--- config.mk ---
export PLATFORM = sky130hd
export DESIGN_NAME = iterative_divider
export DESIGN_NICKNAME = d
export VERILOG_FILES = /design/src/rtl/iterative_divider_pkg.sv /design/src/rtl/iterative_divider_step.sv /design/src/rtl/iterative_divider.sv
export SDC_FILE = /design/constraint.sdc
export NUM_CORES = 1
export LEC_CHECK = 0
export CORE_MARGIN = 5
export CORE_UTILIZATION = 64
export DETAILED_ROUTE_END_ITERATION = 16
export PLACE_DENSITY = 0.88
export SETUP_SLACK_MARGIN = 0.02
export SKIP_LAST_GASP = 1
export SLEW_MARGIN = 20
export SYNTH_ARGS = -nofsm -noshare
export SYNTH_HDL_FRONTEND = slang
export SYNTH_SLANG_ARGS = --single-unit
--- constraint.sdc ---
create_clock -name clk -period 7.6 [get_ports clk]
set_input_delay 1.14 -clock clk [delete_from_list [all_inputs] [get_ports clk]]
set_output_delay 1.14 -clock clk [all_outputs]
set_load 0.03 [all_outputs]
--- src/rtl/iterative_divider_pkg.sv ---
`default_nettype none
// +----------------------------------------------------------------------------+
// | iterative_divider_pkg: op encodings and FSM states shared by the divider,  |
// | hazard unit and decoder.                                     Rev 1.0       |
// +----------------------------------------------------------------------------+
package iterative_divider_pkg;

  localparam logic [1:0] DIV_OP_DIV  = 2'b00;
  localparam logic [1:0] DIV_OP_DIVU = 2'b01;
  localparam logic [1:0] DIV_OP_REM  = 2'b10;
  localparam logic [1:0] DIV_OP_REMU = 2'b11;

  typedef enum logic [1:0] {
    S_IDLE = 2'd0,
    S_CALC = 2'd1,
    S_FIX  = 2'd2,
    S_DONE = 2'd3
  } div_state_e;

  function automatic logic op_is_signed(input logic [1:0] op);
    return (op == DIV_OP_DIV) || (op == DIV_OP_REM);
  endfunction

  function automatic logic op_is_rem(input logic [1:0] op);
    return (op == DIV_OP_REM) || (op == DIV_OP_REMU);
  endfunction

endpackage
`default_nettype wire

--- src/rtl/iterative_divider_step.sv ---
`default_nettype none
// +----------------------------------------------------------------------------+
// | div_step: one restoring-division trial subtract (N+1-bit partial minus     |
// | zero-extended divisor), returning the low N bits and the borrow.  Rev 1.0  |
// +----------------------------------------------------------------------------+
module div_step #(
  parameter int N = 32
) (
  input  logic [N:0]   partial_i,
  input  logic [N-1:0] divisor_i,
  output logic [N-1:0] diff_o,
  output logic         neg_o
);

  logic [N:0] full;

  // partial < 2*divisor always holds, so bit N alone tells the sign.
  assign full   = partial_i - {1'b0, divisor_i};
  assign diff_o = full[N-1:0];
  assign neg_o  = full[N];

endmodule
`default_nettype wire

--- src/rtl/iterative_divider.sv ---
`default_nettype none
// +----------------------------------------------------------------------------+
// | iterative_divider: multi-cycle radix-2 restoring divider for RV32M         |
// | DIV/DIVU/REM/REMU. Optional macro DIV_EARLY_EXIT_EN enables the early exit.|
// |                                                              Rev 1.0       |
// +----------------------------------------------------------------------------+
module iterative_divider
  import iterative_divider_pkg::*;
#(
  parameter int N = 32
) (
  input  logic         clk,
  input  logic         rst_n,
  input  logic         start,
  input  logic         flush,
  input  logic [1:0]   op,
  input  logic [N-1:0] operand_a,
  input  logic [N-1:0] operand_b,
  output logic [N-1:0] result,
  output logic         busy,
  output logic         done
);

  localparam int            CW       = $clog2(N);
  localparam logic [CW-1:0] CNT_LOAD = CW'(N - 1);
  localparam logic [N-1:0]  MIN_NEG  = {1'b1, {(N-1){1'b0}}};

  div_state_e    state_q, state_d;
  logic [CW-1:0] cnt_q, cnt_d;
  logic [N-1:0]  rem_q, rem_d;
  logic [N-1:0]  quo_q, quo_d;
  logic [N-1:0]  dvs_q, dvs_d;
  logic [N-1:0]  res_q, res_d;
  logic          is_rem_q, is_rem_d;
  logic          neg_quo_q, neg_quo_d;
  logic          neg_rem_q, neg_rem_d;
  logic          div0_q, div0_d;
  logic          ovf_q, ovf_d;

  logic          sgn, a_neg, b_neg, b_zero, ovf_in;
  logic [N-1:0]  abs_a, abs_b;
  logic [N:0]    partial;
  logic [N-1:0]  diff;
  logic          step_neg;
  logic [N-1:0]  q_fix, r_fix;

  assign sgn    = op_is_signed(op);
  assign a_neg  = sgn & operand_a[N-1];
  assign b_neg  = sgn & operand_b[N-1];
  assign abs_a  = a_neg ? -operand_a : operand_a;
  assign abs_b  = b_neg ? -operand_b : operand_b;
  assign b_zero = (operand_b == '0);
  assign ovf_in = sgn & (operand_a == MIN_NEG) & (operand_b == '1);

  assign partial = {rem_q, quo_q[N-1]};

  div_step #(.N(N)) u_step (
    .partial_i (partial),
    .divisor_i (dvs_q),
    .diff_o    (diff),
    .neg_o     (step_neg)
  );

  // With b=0 the unsigned loop already leaves rem=|a|, so re-signing it yields a.
  assign q_fix = div0_q ? '1 : (ovf_q ? MIN_NEG : (neg_quo_q ? -quo_q : quo_q));
  assign r_fix = ovf_q ? '0 : (neg_rem_q ? -rem_q : rem_q);

`ifdef DIV_EARLY_EXIT_EN
  logic         early_exit;
  logic [N-1:0] early_res;

  assign early_exit = b_zero | ovf_in | (operand_a == '0);

  always_comb begin
    early_res = '0;
    if (b_zero) begin
      early_res = op_is_rem(op) ? operand_a : '1;
    end else if (ovf_in) begin
      early_res = op_is_rem(op) ? '0 : MIN_NEG;
    end
  end
`endif

  always_comb begin
    state_d   = state_q;
    cnt_d     = cnt_q;
    rem_d     = rem_q;
    quo_d     = quo_q;
    dvs_d     = dvs_q;
    res_d     = res_q;
    is_rem_d  = is_rem_q;
    neg_quo_d = neg_quo_q;
    neg_rem_d = neg_rem_q;
    div0_d    = div0_q;
    ovf_d     = ovf_q;
    busy      = 1'b0;
    done      = 1'b0;
    case (state_q)
      S_IDLE: begin
        if (start && !flush) begin
          cnt_d     = CNT_LOAD;
          rem_d     = '0;
          quo_d     = abs_a;
          dvs_d     = abs_b;
          is_rem_d  = op_is_rem(op);
          neg_quo_d = a_neg ^ b_neg;
          neg_rem_d = a_neg;
          div0_d    = b_zero;
          ovf_d     = ovf_in;
          state_d   = S_CALC;
`ifdef DIV_EARLY_EXIT_EN
          if (early_exit) begin
            res_d   = early_res;
            state_d = S_DONE;
          end
`endif
        end
      end
      S_CALC: begin
        busy = 1'b1;
        if (flush) begin
          state_d = S_IDLE;
        end else begin
          rem_d = step_neg ? partial[N-1:0] : diff;
          quo_d = {quo_q[N-2:0], ~step_neg};
          cnt_d = cnt_q - 1'b1;
          if (cnt_q == '0) begin
            state_d = S_FIX;
          end
        end
      end
      S_FIX: begin
        busy = 1'b1;
        if (flush) begin
          state_d = S_IDLE;
        end else begin
          res_d   = is_rem_q ? r_fix : q_fix;
          state_d = S_DONE;
        end
      end
      S_DONE: begin
        done    = ~flush;
        state_d = S_IDLE;
      end
      default: state_d = S_IDLE;
    endcase
  end

  always_ff @(posedge clk or negedge rst_n) begin
    if (!rst_n) begin
      state_q   <= S_IDLE;
      cnt_q     <= '0;
      rem_q     <= '0;
      quo_q     <= '0;
      dvs_q     <= '0;
      res_q     <= '0;
      is_rem_q  <= 1'b0;
      neg_quo_q <= 1'b0;
      neg_rem_q <= 1'b0;
      div0_q    <= 1'b0;
      ovf_q     <= 1'b0;
    end else begin
      state_q   <= state_d;
      cnt_q     <= cnt_d;
      rem_q     <= rem_d;
      quo_q     <= quo_d;
      dvs_q     <= dvs_d;
      res_q     <= res_d;
      is_rem_q  <= is_rem_d;
      neg_quo_q <= neg_quo_d;
      neg_rem_q <= neg_rem_d;
      div0_q    <= div0_d;
      ovf_q     <= ovf_d;
    end
  end

  assign result = res_q;

endmodule
`default_nettype wire

## Word level (Yosys, flattened, before mapping)

Index checks and enable logic that the tools add are counted.

- $add $sub $neg: 6
- Multiply operators: 0
- Divide/modulo/power cells: 0
- Magnitude comparators: 0
- Equal/unequal tests: 10
- Shift operators: 0
- Multiplexer cells: 25
- Bitwise gates (word level): 7
- Reductions and logical operators: 14

Operator list:

| cell | number |
|---|---|
| 2-to-1 mux 32 bit | 13 |
| negator 32 bit | 4 |
| case mux 32 bit (2 select lines) | 2 |
| equality test 32 bit, second input constant | 2 |
| subtractor 33 x 32 -> 33 bit | 1 |
| logical NOT 32 bit | 1 |
| 2-to-1 mux 5 bit | 2 |
| case mux 5 bit (2 select lines) | 1 |
| equality test 2 bit, second input constant | 4 |
| 2-to-1 mux 2 bit | 4 |
| case mux 2 bit (4 select lines) | 1 |
| AND reduction 2 bit | 3 |
| logical NOT 5 bit | 1 |
| subtractor 5 x 1 -> 5 bit, second input constant | 1 |
| AND 1 bit | 4 |
| logical NOT 2 bit | 2 |
| inequality test 2 bit, second input constant | 2 |
| inequality test 3 bit, second input constant | 1 |
| AND reduction 3 bit | 1 |
| equality test 2 x 1 -> 1 bit, second input constant | 1 |
| logical OR 1 bit | 2 |
| 2-to-1 mux 1 bit | 2 |
| inverter 1 bit | 2 |
| nonzero test 2 bit | 1 |
| 4 further kinds | 4 |

- Flip-flop bits (word level): 140
- Bits in latches: 0
- Memory bits (writable): 0
- Memory bits (read-only): 0
- Memories kept: 0

## Depth between registers and ports, before layout

Gate-level depths: netlist (run 1).

- Word-level depth: 6
- Gate-level depth with buffers: 13

## By module

From an unflattened synthesis (run 1), not the netlist that was laid out.

- Cell total of the unflattened synthesis: 1386
- Area total of the unflattened synthesis: 11227.0 um^2

Modules (own cells, without submodules):

| module | instances | cells an instance | area an instance (um^2) | sequential area each (um^2) |
|---|---|---|---|---|
| iterative_divider | 1 | 1103 | 9286.4 | 3503.4 |
| div_step | 1 | 283 | 1940.6 | 0.0 |

## Worst setup path after synthesis (run 1)

Ideal clock, no wire load.

- Path kind: input-to-reg
- Start: input port operand_b[14]
- End: register dvs_q[30]
- Setup time: 0.129 ns
- Arrival time: 3.293 ns
- Setup slack: 4.178 ns
- Stages: 8
- Buffers on the path: 0
- Cell sequence: or4_4 -> nor3_4 -> nand3b_2 -> or4_4 -> or4_4 -> o41ai_4 -> xor2_1 -> o21ai_1

- Longest elaborated chain between the ends: 2

RTL lines:

| element | line | source |
|---|---|---|
| start, declared | iterative_divider.sv:18 | `input logic [N-1:0] operand_b,` |
| negator 32 bit | iterative_divider.sv:51 | `assign abs_b = b_neg ? -operand_b : operand_b;` |
| 2-to-1 mux 32 bit | iterative_divider.sv:51 |  |
| end signal, assigned | iterative_divider.sv:167 | `dvs_q <= dvs_d;` |
| end, declared | iterative_divider.sv:32 | `logic [N-1:0] dvs_q, dvs_d;` |

Every way passes these cells.
A chain may end at the register's enable or synchronous reset.

## Final worst setup path (run 1)

- Start: input port operand_b[14]
- End: register dvs_q[25]

The elaborated chain is that of the path after synthesis.

==> impl_results.html, run 1 <==
<table>
<tr><th>Metric</th><th>Value</th></tr>
<tr><th colspan="2">Detailed routing</th></tr>
<tr><td>Overall via count from detail_route</td><td>10583</td></tr>
<tr><td>Total Wirelength</td><td>30.1 mm</td></tr>
<tr><td>Average routed wire per standard cell</td><td>17.8 µm</td></tr>
<tr><td>Remaining antenna violation count after routing</td><td>0</td></tr>
<tr><td>Number of DRC violations after detailed-routing iteration 0</td><td>1210</td></tr>
<tr><td>First-pass iteration count of the detailed router</td><td>7</td></tr>
<tr><td>Per-cell via count in the routed design</td><td>6.27</td></tr>
<tr><td>Detailed-route DRC error count</td><td>0</td></tr>
<tr><th colspan="2">Critical path</th></tr>
<tr><td>Launching element type of the critical path</td><td>primary input</td></tr>
<tr><td>Worst Reg2Reg Path Length in Cells</td><td>12</td></tr>
<tr><td>Reg-to-reg setup timing slack</td><td>3.87 ns</td></tr>
<tr><td>Worst setup EP type</td><td>flop</td></tr>
<tr><td>Required time of the critical path</td><td>7.88 ns</td></tr>
<tr><td>Arrival time at the worst endpoint</td><td>4.04 ns</td></tr>
<tr><td>Highest fanout seen on the critical path</td><td>4</td></tr>
<tr><td>Start point of the critical path</td><td>operand_b[14]</td></tr>
<tr><td>Startpoint of the lowest-slack register-to-register path</td><td>quo_q[31]</td></tr>
<tr><td>Reg2Reg Capture Point</td><td>rem_q[16]</td></tr>
<tr><td>Type of the worst setup path</td><td>in -&gt; reg</td></tr>
<tr><th colspan="2">Timing</th></tr>
<tr><td>Hold violation total from the final report</td><td>0</td></tr>
<tr><td>Timing-limited maximum frequency</td><td>266 MHz</td></tr>
<tr><td>RSZ-0062 raised after global routing</td><td>false</td></tr>
<tr><td>Worst slew margin relative to its limit</td><td>0.354</td></tr>
<tr><td>Part of the cycle the worst path needs</td><td>0.496</td></tr>
<tr><td>Final Skew</td><td>0.00805 ns</td></tr>
<tr><td>Final slew viol count</td><td>0</td></tr>
<tr><td>Transition time at the pin with the least slew margin</td><td>0.969 ns</td></tr>
<tr><td>Setup total negative slack</td><td>0 ns</td></tr>
<tr><td>Total of endpoints with negative setup slack in the final report</td><td>0</td></tr>
<tr><td>Final critical-path required period</td><td>3.77 ns</td></tr>
<tr><th colspan="2">Final layout</th></tr>
<tr><td>Fraction of layout cells with a size suffix above 1</td><td>0.0457</td></tr>
<tr><td>Area growth from synthesis to layout</td><td>15.7%</td></tr>
<tr><td>Number of cells in the finished layout apart from fillers</td><td>1687</td></tr>
<tr><td>Count of nets after finishing</td><td>1569</td></tr>
<tr><td>Antenna diode count</td><td>0</td></tr>
<tr><td>Area taken by flip-flops and latches</td><td>3500 µm²</td></tr>
<tr><td>Filler cell count in the final layout</td><td>1217</td></tr>
<tr><td>Area of combinational cells with multiple inputs</td><td>6930 µm²</td></tr>
<tr><th colspan="2">Global route</th></tr>
<tr><td>Total grt overflow</td><td>0</td></tr>
<tr><td>Number of antenna violations at the first check in global routing</td><td>0</td></tr>
<tr><td>Overall routing resource usage</td><td>0.303</td></tr>
<tr><td>Pin count of the biggest net entering global routing</td><td>87</td></tr>
<tr><td>Via count of the first global-routing pass</td><td>9763</td></tr>
<tr><td>Wire length of the first global-routing pass</td><td>48.9 mm</td></tr>
<tr><th colspan="2">Synthesis</th></tr>
<tr><td>Ys async rst share</td><td>1.00</td></tr>
<tr><td>Compound-cell area share of the yosys netlist</td><td>0.244</td></tr>
<tr><td>FF+latch count, synth</td><td>140</td></tr>
<tr><td>Number of synthesis warnings</td><td>0</td></tr>
<tr><td>Xor and xnor fraction of the mapped netlist area</td><td>0.115</td></tr>
<tr><td>Gate count of the mapped netlist</td><td>1397</td></tr>
<tr><td>Post-Syn Area per Cell</td><td>7.82 µm²</td></tr>
<tr><td>Share of synthesized cell area in and, or, nand and nor gates</td><td>0.211</td></tr>
<tr><td>Top FF cell, synth</td><td>sky130_fd_sc_hd__dfrtp_1</td></tr>
<tr><td>EDFF count, synth</td><td>0</td></tr>
<tr><td>Fraction of the yosys area taken by sequential cells</td><td>0.321</td></tr>
<tr><td>Fraction of the mapped netlist area in adder cells</td><td>0.0522</td></tr>
<tr><td>Multiplexer fraction of the synthesized cell area</td><td>0.00939</td></tr>
<tr><td>Post-Synthesis Cell Area</td><td>10900 µm²</td></tr>
<tr><td>Number of distinct library cells after synthesis</td><td>70</td></tr>
<tr><td>Net count of the mapped netlist</td><td>1512</td></tr>
<tr><td>Largest family of logic cells by synthesized area</td><td>compound AO/OA/AOI/OAI gates</td></tr>
<tr><th colspan="2">Place</th></tr>
<tr><td>Total half-perimeter wirelength after legalization and detailed placement</td><td>22.4 mm</td></tr>
<tr><td>Routability-driven placement congestion ratio</td><td>0.960</td></tr>
<tr><td>Number of buffers added on ports</td><td>103</td></tr>
<tr><td>Placed cell count</td><td>1655</td></tr>
<tr><th colspan="2">Die</th></tr>
<tr><td>Die outline area</td><td>19800 µm²</td></tr>
<tr><td>Floorplan row count</td><td>47</td></tr>
<tr><td>Number of placed I/O pins</td><td>104</td></tr>
<tr><td>Starting density of the core</td><td>0.657</td></tr>
<tr><td>Die Span Y</td><td>141 µm</td></tr>
<tr><td>Core region area</td><td>16600 µm²</td></tr>
<tr><td>Die Span X</td><td>141 µm</td></tr>
<tr><th colspan="2">Status</th></tr>
<tr><td>Run status</td><td>completed</td></tr>
<tr><th colspan="2">CTS</th></tr>
<tr><td>Num Clock Sinks</td><td>140</td></tr>
<tr><td># resized after CTS</td><td>0</td></tr>
<tr><td>Clock transition at the registers of the reported paths</td><td>0.06 ns</td></tr>
<tr><td>H-Tree Depth</td><td>4</td></tr>
<tr><td>Clock latency of the later-clocked register in the worst-skew pair</td><td>0.43 ns</td></tr>
<tr><td>Hold buffer count at cts</td><td>0</td></tr>
<tr><td>Root buf cell</td><td>sky130_fd_sc_hd__clkbuf_16</td></tr>
<tr><td>Buffers from clock root to sink, at most</td><td>2</td></tr>
<tr><td>Post-CTS setup buffer count</td><td>0</td></tr>
<tr><td>CTS Buf Count</td><td>17</td></tr>
<tr><td>CTS tree</td><td>yes</td></tr>
<tr><th colspan="2">Hold path</th></tr>
<tr><td>Worst hold path class</td><td>reg -&gt; reg</td></tr>
<tr><td>Count of cells along the worst hold path</td><td>2</td></tr>
<tr><td>Min-delay src</td><td>result[14]</td></tr>
<tr><td>Min-Delay Endpoint</td><td>result[14]</td></tr>
<tr><th colspan="2">Power and ir drop</th></tr>
<tr><td>Largest vdd supply drop</td><td>262 µV</td></tr>
<tr><td>Leak Pwr</td><td>0.00538 µW</td></tr>
<tr><td>PD cells</td><td>487 nW/µm²</td></tr>
<tr><th colspan="2">Job</th></tr>
<tr><td>Max-capacitance violation count</td><td>0</td></tr>
</table>
cells in the final DEF (no fill, tap or decap), types with 14 or more instances in the layout:
cell                              count
sky130_fd_sc_hd__o21ai_1             24
sky130_fd_sc_hd__or3_1               17
sky130_fd_sc_hd__xor2_1              67
sky130_fd_sc_hd__nor2_1             134
sky130_fd_sc_hd__dfrtp_1            140
sky130_fd_sc_hd__o41ai_1             14
sky130_fd_sc_hd__a21o_1              18
sky130_fd_sc_hd__nor2b_1             18
sky130_fd_sc_hd__xnor2_1             72
sky130_fd_sc_hd__inv_1               59
sky130_fd_sc_hd__a211oi_1            19
sky130_fd_sc_hd__a21oi_1            123
sky130_fd_sc_hd__o31ai_1             30
sky130_fd_sc_hd__nand3_1             22
sky130_fd_sc_hd__clkdlybuf4s50_1    102
sky130_fd_sc_hd__o21ai_0            144
sky130_fd_sc_hd__nand4_1             16
sky130_fd_sc_hd__clkbuf_16           17
sky130_fd_sc_hd__ha_1                43
sky130_fd_sc_hd__nand2b_1            14
sky130_fd_sc_hd__nor3_1              21
sky130_fd_sc_hd__nand2_1            177
final cells by class:
class	instances	share of cell area
repair buffers	113	0.0876
inverters	59	0.0175
well taps	220	0.0218
clock buffers	20	0.0353
clock inverters	12	0.0129
flip-flops and latches	140	0.277
multi-input cells	1123	0.548
stage by stage:
| step | cell area [µm²] | power (µW) | util | setup WS [ns] | hold WS, ns |
|---|---|---|---|---|---|
| finish | 12600 | 6160 | 0.760 | 3.83 | 0.477 |
| global route | 12600 | 6610 | 0.760 | 3.54 | 0.497 |
| floorplan | 10900 | 4180 | - | 4.18 | 0.450 |
| global placement | 12000 | 5090 | 0.723 | 3.57 | 0.460 |
| CTS | 12600 | 6090 | 0.760 | 3.88 | 0.484 |
| detailed placement | 12000 | 5180 | 0.723 | 3.44 | 0.470 |
cell families (layout without fill, tap and decap cells):
group           Yosys count  in the layout
compound gates          438            438
xor+xnor                141            141
fa+ha+maj                45             45
buf+inv                 134            204
flops                   140            140
mux                      10             10
simple gates            489            489
cells in the mapped netlist, types with 16 or more instances:
| library cell | number | area [µm²] |
|---|---|---|
| sky130_fd_sc_hd__o31ai_1 | 30 | 225 |
| sky130_fd_sc_hd__nand4_1 | 16 | 100 |
| sky130_fd_sc_hd__a21oi_1 | 123 | 616 |
| sky130_fd_sc_hd__nand3_1 | 22 | 110 |
| sky130_fd_sc_hd__nor2_1 | 135 | 507 |
| sky130_fd_sc_hd__a21o_1 | 18 | 135 |
| sky130_fd_sc_hd__xor2_1 | 67 | 587 |
| sky130_fd_sc_hd__a211oi_1 | 19 | 143 |
| sky130_fd_sc_hd__xnor2_1 | 72 | 631 |
| sky130_fd_sc_hd__ha_1 | 44 | 551 |
| sky130_fd_sc_hd__nor3_1 | 21 | 105 |
| sky130_fd_sc_hd__dfrtp_1 | 140 | 3500 |
| sky130_fd_sc_hd__inv_1 | 59 | 221 |
| sky130_fd_sc_hd__o21ai_1 | 24 | 120 |
| sky130_fd_sc_hd__nand2_1 | 177 | 664 |
| sky130_fd_sc_hd__or3_1 | 17 | 106 |
| sky130_fd_sc_hd__clkbuf_1 | 58 | 218 |
| sky130_fd_sc_hd__nor2b_1 | 19 | 119 |
| sky130_fd_sc_hd__o21ai_0 | 144 | 721 |
critical path, cell delays in order:
cell,delay [ns]
sky130_fd_sc_hd__clkdlybuf4s50_1,0.48
sky130_fd_sc_hd__or4_4,0.60
sky130_fd_sc_hd__nor3_4,0.16
sky130_fd_sc_hd__nand3b_2,0.13
sky130_fd_sc_hd__or4_4,0.46
sky130_fd_sc_hd__nor4_1,0.58
sky130_fd_sc_hd__a21oi_1,0.19
sky130_fd_sc_hd__xnor2_1,0.21
sky130_fd_sc_hd__o21ai_0,0.11
how the worst max path moves through the flow:
stage | endpoint | cells past startpoint | slack [ns]
floorplan | dvs_q[30] | 8 | 4.18
detailed placement | dvs_q[25] | 9 | 3.44
global placement | quo_q[25] | 9 | 3.57
CTS | dvs_q[25] | 9 | 3.88
global route | quo_q[27] | 9 | 3.54
finish | dvs_q[25] | 9 | 3.83
per-layer routing:
layer | routed length, µm | global-route usage | vias to the layer above
li1 | - | - | 5087
met1 | 13300 | 0.432 | 4950
met2 | 13500 | 0.467 | 462
met3 | 2320 | 0.0457 | 84
met4 | 1000 | 0.119 | 0
met5 | 0 | 0 | -
flip-flops by register name, summed over array words and instances (netlist names), 2 cells and up:
name	cells
quo_q	32
rem_q	32
state_q	2
dvs_q	32
cnt_q	5
result	32
report_power, final:
| group | internal [µW] | switching, µW | total, µW |
|---|---|---|---|
| combinational | 1510 | 2260 | 3770 |
| sequential | 1070 | 462 | 1540 |
| clock | 528 | 332 | 860 |
(Power assumes the default switching activity.)
==> run 2: changes to the inputs <==
--- a/config.mk
+++ b/config.mk
@@ -6,9 +6,9 @@
 export NUM_CORES = 1
 export LEC_CHECK = 0
 export CORE_MARGIN = 5
-export CORE_UTILIZATION = 64
+export CORE_UTILIZATION = 53
 export DETAILED_ROUTE_END_ITERATION = 16
-export PLACE_DENSITY = 0.88
+export PLACE_DENSITY = 0.78
 export SETUP_SLACK_MARGIN = 0.02
 export SKIP_LAST_GASP = 1
 export SLEW_MARGIN = 20
==> constraint.sdc (replaced) <==
create_clock -name clk -period 3.45 [get_ports clk]
set_input_delay 0.5175 -clock clk [delete_from_list [all_inputs] [get_ports clk]]
set_output_delay 0.5175 -clock clk [all_outputs]
set_load 0.03 [all_outputs]
==> impl_results.html, run 2 (synthesis results as in run 1) <==
<table>
<tr><th>Metric</th><th>Value</th></tr>
<tr><th colspan="2">Status</th></tr>
<tr><td>Run status</td><td>completed</td></tr>
<tr><th colspan="2">Timing</th></tr>
<tr><td>Smallest setup slack after layout</td><td>0.251 ns (-3.58 ns)</td></tr>
<tr><td>Timing-limited maximum frequency</td><td>313 MHz</td></tr>
<tr><td>Transition time at the pin with the least slew margin</td><td>0.955 ns (-0.0134 ns)</td></tr>
<tr><td>Total of endpoints with negative setup slack in the final report</td><td>0 (unchanged)</td></tr>
<tr><td>RSZ-0062 raised after global routing</td><td>false</td></tr>
<tr><td>Setup total negative slack</td><td>0 ns (unchanged)</td></tr>
<tr><td>Hold violation total from the final report</td><td>0 (unchanged)</td></tr>
<tr><td>Final Skew</td><td>0.0104 ns (+0.00236 ns)</td></tr>
<tr><td>Final slew viol count</td><td>0 (unchanged)</td></tr>
<tr><td>Worst slew margin relative to its limit</td><td>0.363 (+0.00893)</td></tr>
<tr><td>Final critical-path required period</td><td>3.20 ns</td></tr>
<tr><td>Part of the cycle the worst path needs</td><td>0.927</td></tr>
<tr><th colspan="2">Detailed routing</th></tr>
<tr><td>Total Wirelength</td><td>31.3 mm (+4.1%)</td></tr>
<tr><td>Remaining antenna violation count after routing</td><td>0 (unchanged)</td></tr>
<tr><td>Average routed wire per standard cell</td><td>17.4 µm (-2.3%)</td></tr>
<tr><td>Number of DRC violations after detailed-routing iteration 0</td><td>882 (-27%)</td></tr>
<tr><td>Overall via count from detail_route</td><td>10627 (+0.42%)</td></tr>
<tr><td>Per-cell via count in the routed design</td><td>5.91 (-5.8%)</td></tr>
<tr><td>First-pass iteration count of the detailed router</td><td>5 (-2)</td></tr>
<tr><td>Detailed-route DRC error count</td><td>0 (unchanged)</td></tr>
<tr><th colspan="2">Critical path</th></tr>
<tr><td>Reg2Reg Capture Point</td><td>rem_q[31]</td></tr>
<tr><td>Reg-to-reg setup timing slack</td><td>0.25 ns (-3.62 ns)</td></tr>
<tr><td>Delay of the slowest cell on the worst path</td><td>0.38 ns (-0.22 ns)</td></tr>
<tr><td>Most frequent cell on the critical path</td><td>sky130_fd_sc_hd__buf_4</td></tr>
<tr><td>Start point of the critical path</td><td>rem_q[0]</td></tr>
<tr><td>Slowest stage cell on the critical path</td><td>sky130_fd_sc_hd__dfrtp_1</td></tr>
<tr><td>Required time of the critical path</td><td>3.82 ns (-4.06 ns)</td></tr>
<tr><td>Launching element type of the critical path</td><td>flop</td></tr>
<tr><td>Highest fanout seen on the critical path</td><td>5 (+1)</td></tr>
<tr><td>Worst Reg2Reg Path Length in Cells</td><td>12 (unchanged)</td></tr>
<tr><td>Type of the worst setup path</td><td>reg -&gt; reg</td></tr>
<tr><td>Startpoint of the lowest-slack register-to-register path</td><td>rem_q[0]</td></tr>
<tr><td>Critical path, cell by cell</td><td>buf_4 -&gt; ha_1 -&gt; nor2b_1 -&gt; o2111ai_1 -&gt; a211o_1 -&gt; a31oi_1 -&gt; o21ai_0 -&gt; buf_4 -&gt; a21oi_1 -&gt; nor4bb_1 -&gt; o311ai_0 -&gt; nand3_1</td></tr>
<tr><td>Worst setup EP type</td><td>flop</td></tr>
<tr><td>Arrival time at the worst endpoint</td><td>3.57 ns (-0.47 ns)</td></tr>
<tr><th colspan="2">Final layout</th></tr>
<tr><td>Final Cell Area</td><td>13100 µm² (+3.9%)</td></tr>
<tr><td>Count of nets after finishing</td><td>1630 (+3.9%)</td></tr>
<tr><td>Area growth from synthesis to layout</td><td>20.2%</td></tr>
<tr><td>Fraction of layout cells with a size suffix above 1</td><td>0.0851 (+0.0394)</td></tr>
<tr><td>Most common cell after layout, fill and taps aside</td><td>sky130_fd_sc_hd__nand2_1</td></tr>
<tr><td>Filler cell count in the final layout</td><td>1753 (+44%)</td></tr>
<tr><td>Antenna diode count</td><td>0 (unchanged)</td></tr>
<tr><td>Number of cells in the finished layout apart from fillers</td><td>1798 (+6.6%)</td></tr>
<tr><td>Top library cells by usage in the layout, fill and taps aside</td><td>177 x sky130_fd_sc_hd__nand2_1, 144 x sky130_fd_sc_hd__o21ai_0, 140 x sky130_fd_sc_hd__dfrtp_1, 134 x sky130_fd_sc_hd__nor2_1, 123 x sky130_fd_sc_hd__a21oi_1</td></tr>
<tr><th colspan="2">Die</th></tr>
<tr><td>Die Span Y</td><td>154 µm (+9.2%)</td></tr>
<tr><td>Die Span X</td><td>154 µm (+9.2%)</td></tr>
<tr><td>Die outline area</td><td>23600 µm² (+19%)</td></tr>
<tr><td>Core region area</td><td>20300 µm² (+22%)</td></tr>
<tr><td>Starting density of the core</td><td>0.538 (-0.118)</td></tr>
<tr><td>Number of placed I/O pins</td><td>104 (unchanged)</td></tr>
<tr><td>Floorplan row count</td><td>52 (+11%)</td></tr>
<tr><th colspan="2">CTS</th></tr>
<tr><td>CTS tree</td><td>yes</td></tr>
<tr><td>H-Tree Depth</td><td>4 (unchanged)</td></tr>
<tr><td>Clock latency of the later-clocked register in the worst-skew pair</td><td>0.44 ns (about the same)</td></tr>
<tr><td>Root buf cell</td><td>sky130_fd_sc_hd__clkbuf_16</td></tr>
<tr><td>Buffers from clock root to sink, at most</td><td>2 (unchanged)</td></tr>
<tr><td>CTS Buf Count</td><td>17 (unchanged)</td></tr>
<tr><td>Clock transition at the registers of the reported paths</td><td>0.07 ns (about the same)</td></tr>
<tr><td>Num Clock Sinks</td><td>140 (unchanged)</td></tr>
<tr><th colspan="2">Job</th></tr>
<tr><td>Max-capacitance violation count</td><td>0 (unchanged)</td></tr>
<tr><th colspan="2">Global route</th></tr>
<tr><td>Via count of the first global-routing pass</td><td>9850 (+0.89%)</td></tr>
<tr><td>Pin count of the biggest net entering global routing</td><td>72 (-17%)</td></tr>
<tr><td>Number of antenna violations at the first check in global routing</td><td>0 (unchanged)</td></tr>
<tr><td>Wire length of the first global-routing pass</td><td>50.9 mm (+4.0%)</td></tr>
<tr><td>Overall routing resource usage</td><td>0.262 (-0.0411)</td></tr>
<tr><td>Total grt overflow</td><td>0 (unchanged)</td></tr>
<tr><th colspan="2">Power and ir drop</th></tr>
<tr><td>Leak Pwr</td><td>0.00566 µW (+5.3%)</td></tr>
<tr><td>Largest vdd supply drop</td><td>424 µV (+62%)</td></tr>
<tr><td>PD cells</td><td>1060 nW/µm² (+120%)</td></tr>
<tr><th colspan="2">Place</th></tr>
<tr><td>Number of buffers added on ports</td><td>103 (unchanged)</td></tr>
<tr><td>Routability-driven placement congestion ratio</td><td>0.958 (-0.19%)</td></tr>
<tr><td>Pre-CTS setup slack</td><td>0.0483 ns (-3.39 ns)</td></tr>
<tr><td>Total half-perimeter wirelength after legalization and detailed placement</td><td>23.8 mm (+6.6%)</td></tr>
<tr><td>Area after detailed placement</td><td>12600 µm² (+4.5%)</td></tr>
<tr><td>Placed cell count</td><td>1766 (+6.7%)</td></tr>
<tr><th colspan="2">Hold path</th></tr>
<tr><td>Worst hold path class</td><td>in -&gt; async</td></tr>
</table>
-- run 2: what timing repair did --
action | CTS | global route
gates resized for setup | 0 | 1
setup buffers | 0 | 0
hold buffers | 0 | 0
setup endpoints to repair | 0 | 1
-- run 2: layer usage --
metal,global-route usage,vias up,part of all wire
li1,-,5200,-
met1,0.378,4964,0.45
met2,0.398,407,0.44
met3,0.0427,56,0.078
met4,0.0967,0,0.031
met5,0,-,0
-- run 2: worst max path at each step --
stage / end / slack (ns) / cells past startpoint
2_1_floorplan: rem_q[28] / 0.51 / 11
3_3_place_gp: dvs_q[30] / 0.12 / 9
3_5_place_dp: dvs_q[30] / 0.05 / 9
4_1_cts: result[31] / 0.22 / 9
5_1_grt: rem_q[13] / 0.10 / 11
6_report: rem_q[31] / 0.25 / 12
-- run 2: area by class of cell --
type | count | area [µm²] | share of cell area
multi-input combinational | 1123 | 6930 | 0.528
sequential | 140 | 3500 | 0.267
timing repair buffer | 174 | 1590 | 0.121
clock buffer | 18 | 439 | 0.0334
tap | 270 | 338 | 0.0257
inverter | 59 | 221 | 0.0169
clock inverter | 14 | 110 | 0.00839
-- run 2: worst max-delay path: cells and delay by family, from the launching register on --
kind | cells | cell delay (ns)
compound gates | 6 | 1.53
simple gates | 3 | 0.65
flops | 1 | 0.38
buf+inv | 2 | 0.33
fa+ha+maj | 1 | 0.26
-- run 2: stage by stage --
| stage | hold slack (ns) | power, µW | utilization |
|---|---|---|---|
| final | 0.103 | 13900 | 0.647 |
| after global routing | 0.147 | 15000 | 0.647 |
| after CTS | 0.131 | 13700 | 0.647 |
| after detailed placement | 0.470 | 11900 | 0.620 |
| after global placement | 0.462 | 11800 | 0.620 |
| after floorplan | 0.222 | 9210 | - |
-- run 2: power by group --
part	switching, µW	internal, µW
clock	781	948
combinational	5300	3690
sequential	776	2370
total	6860	7010
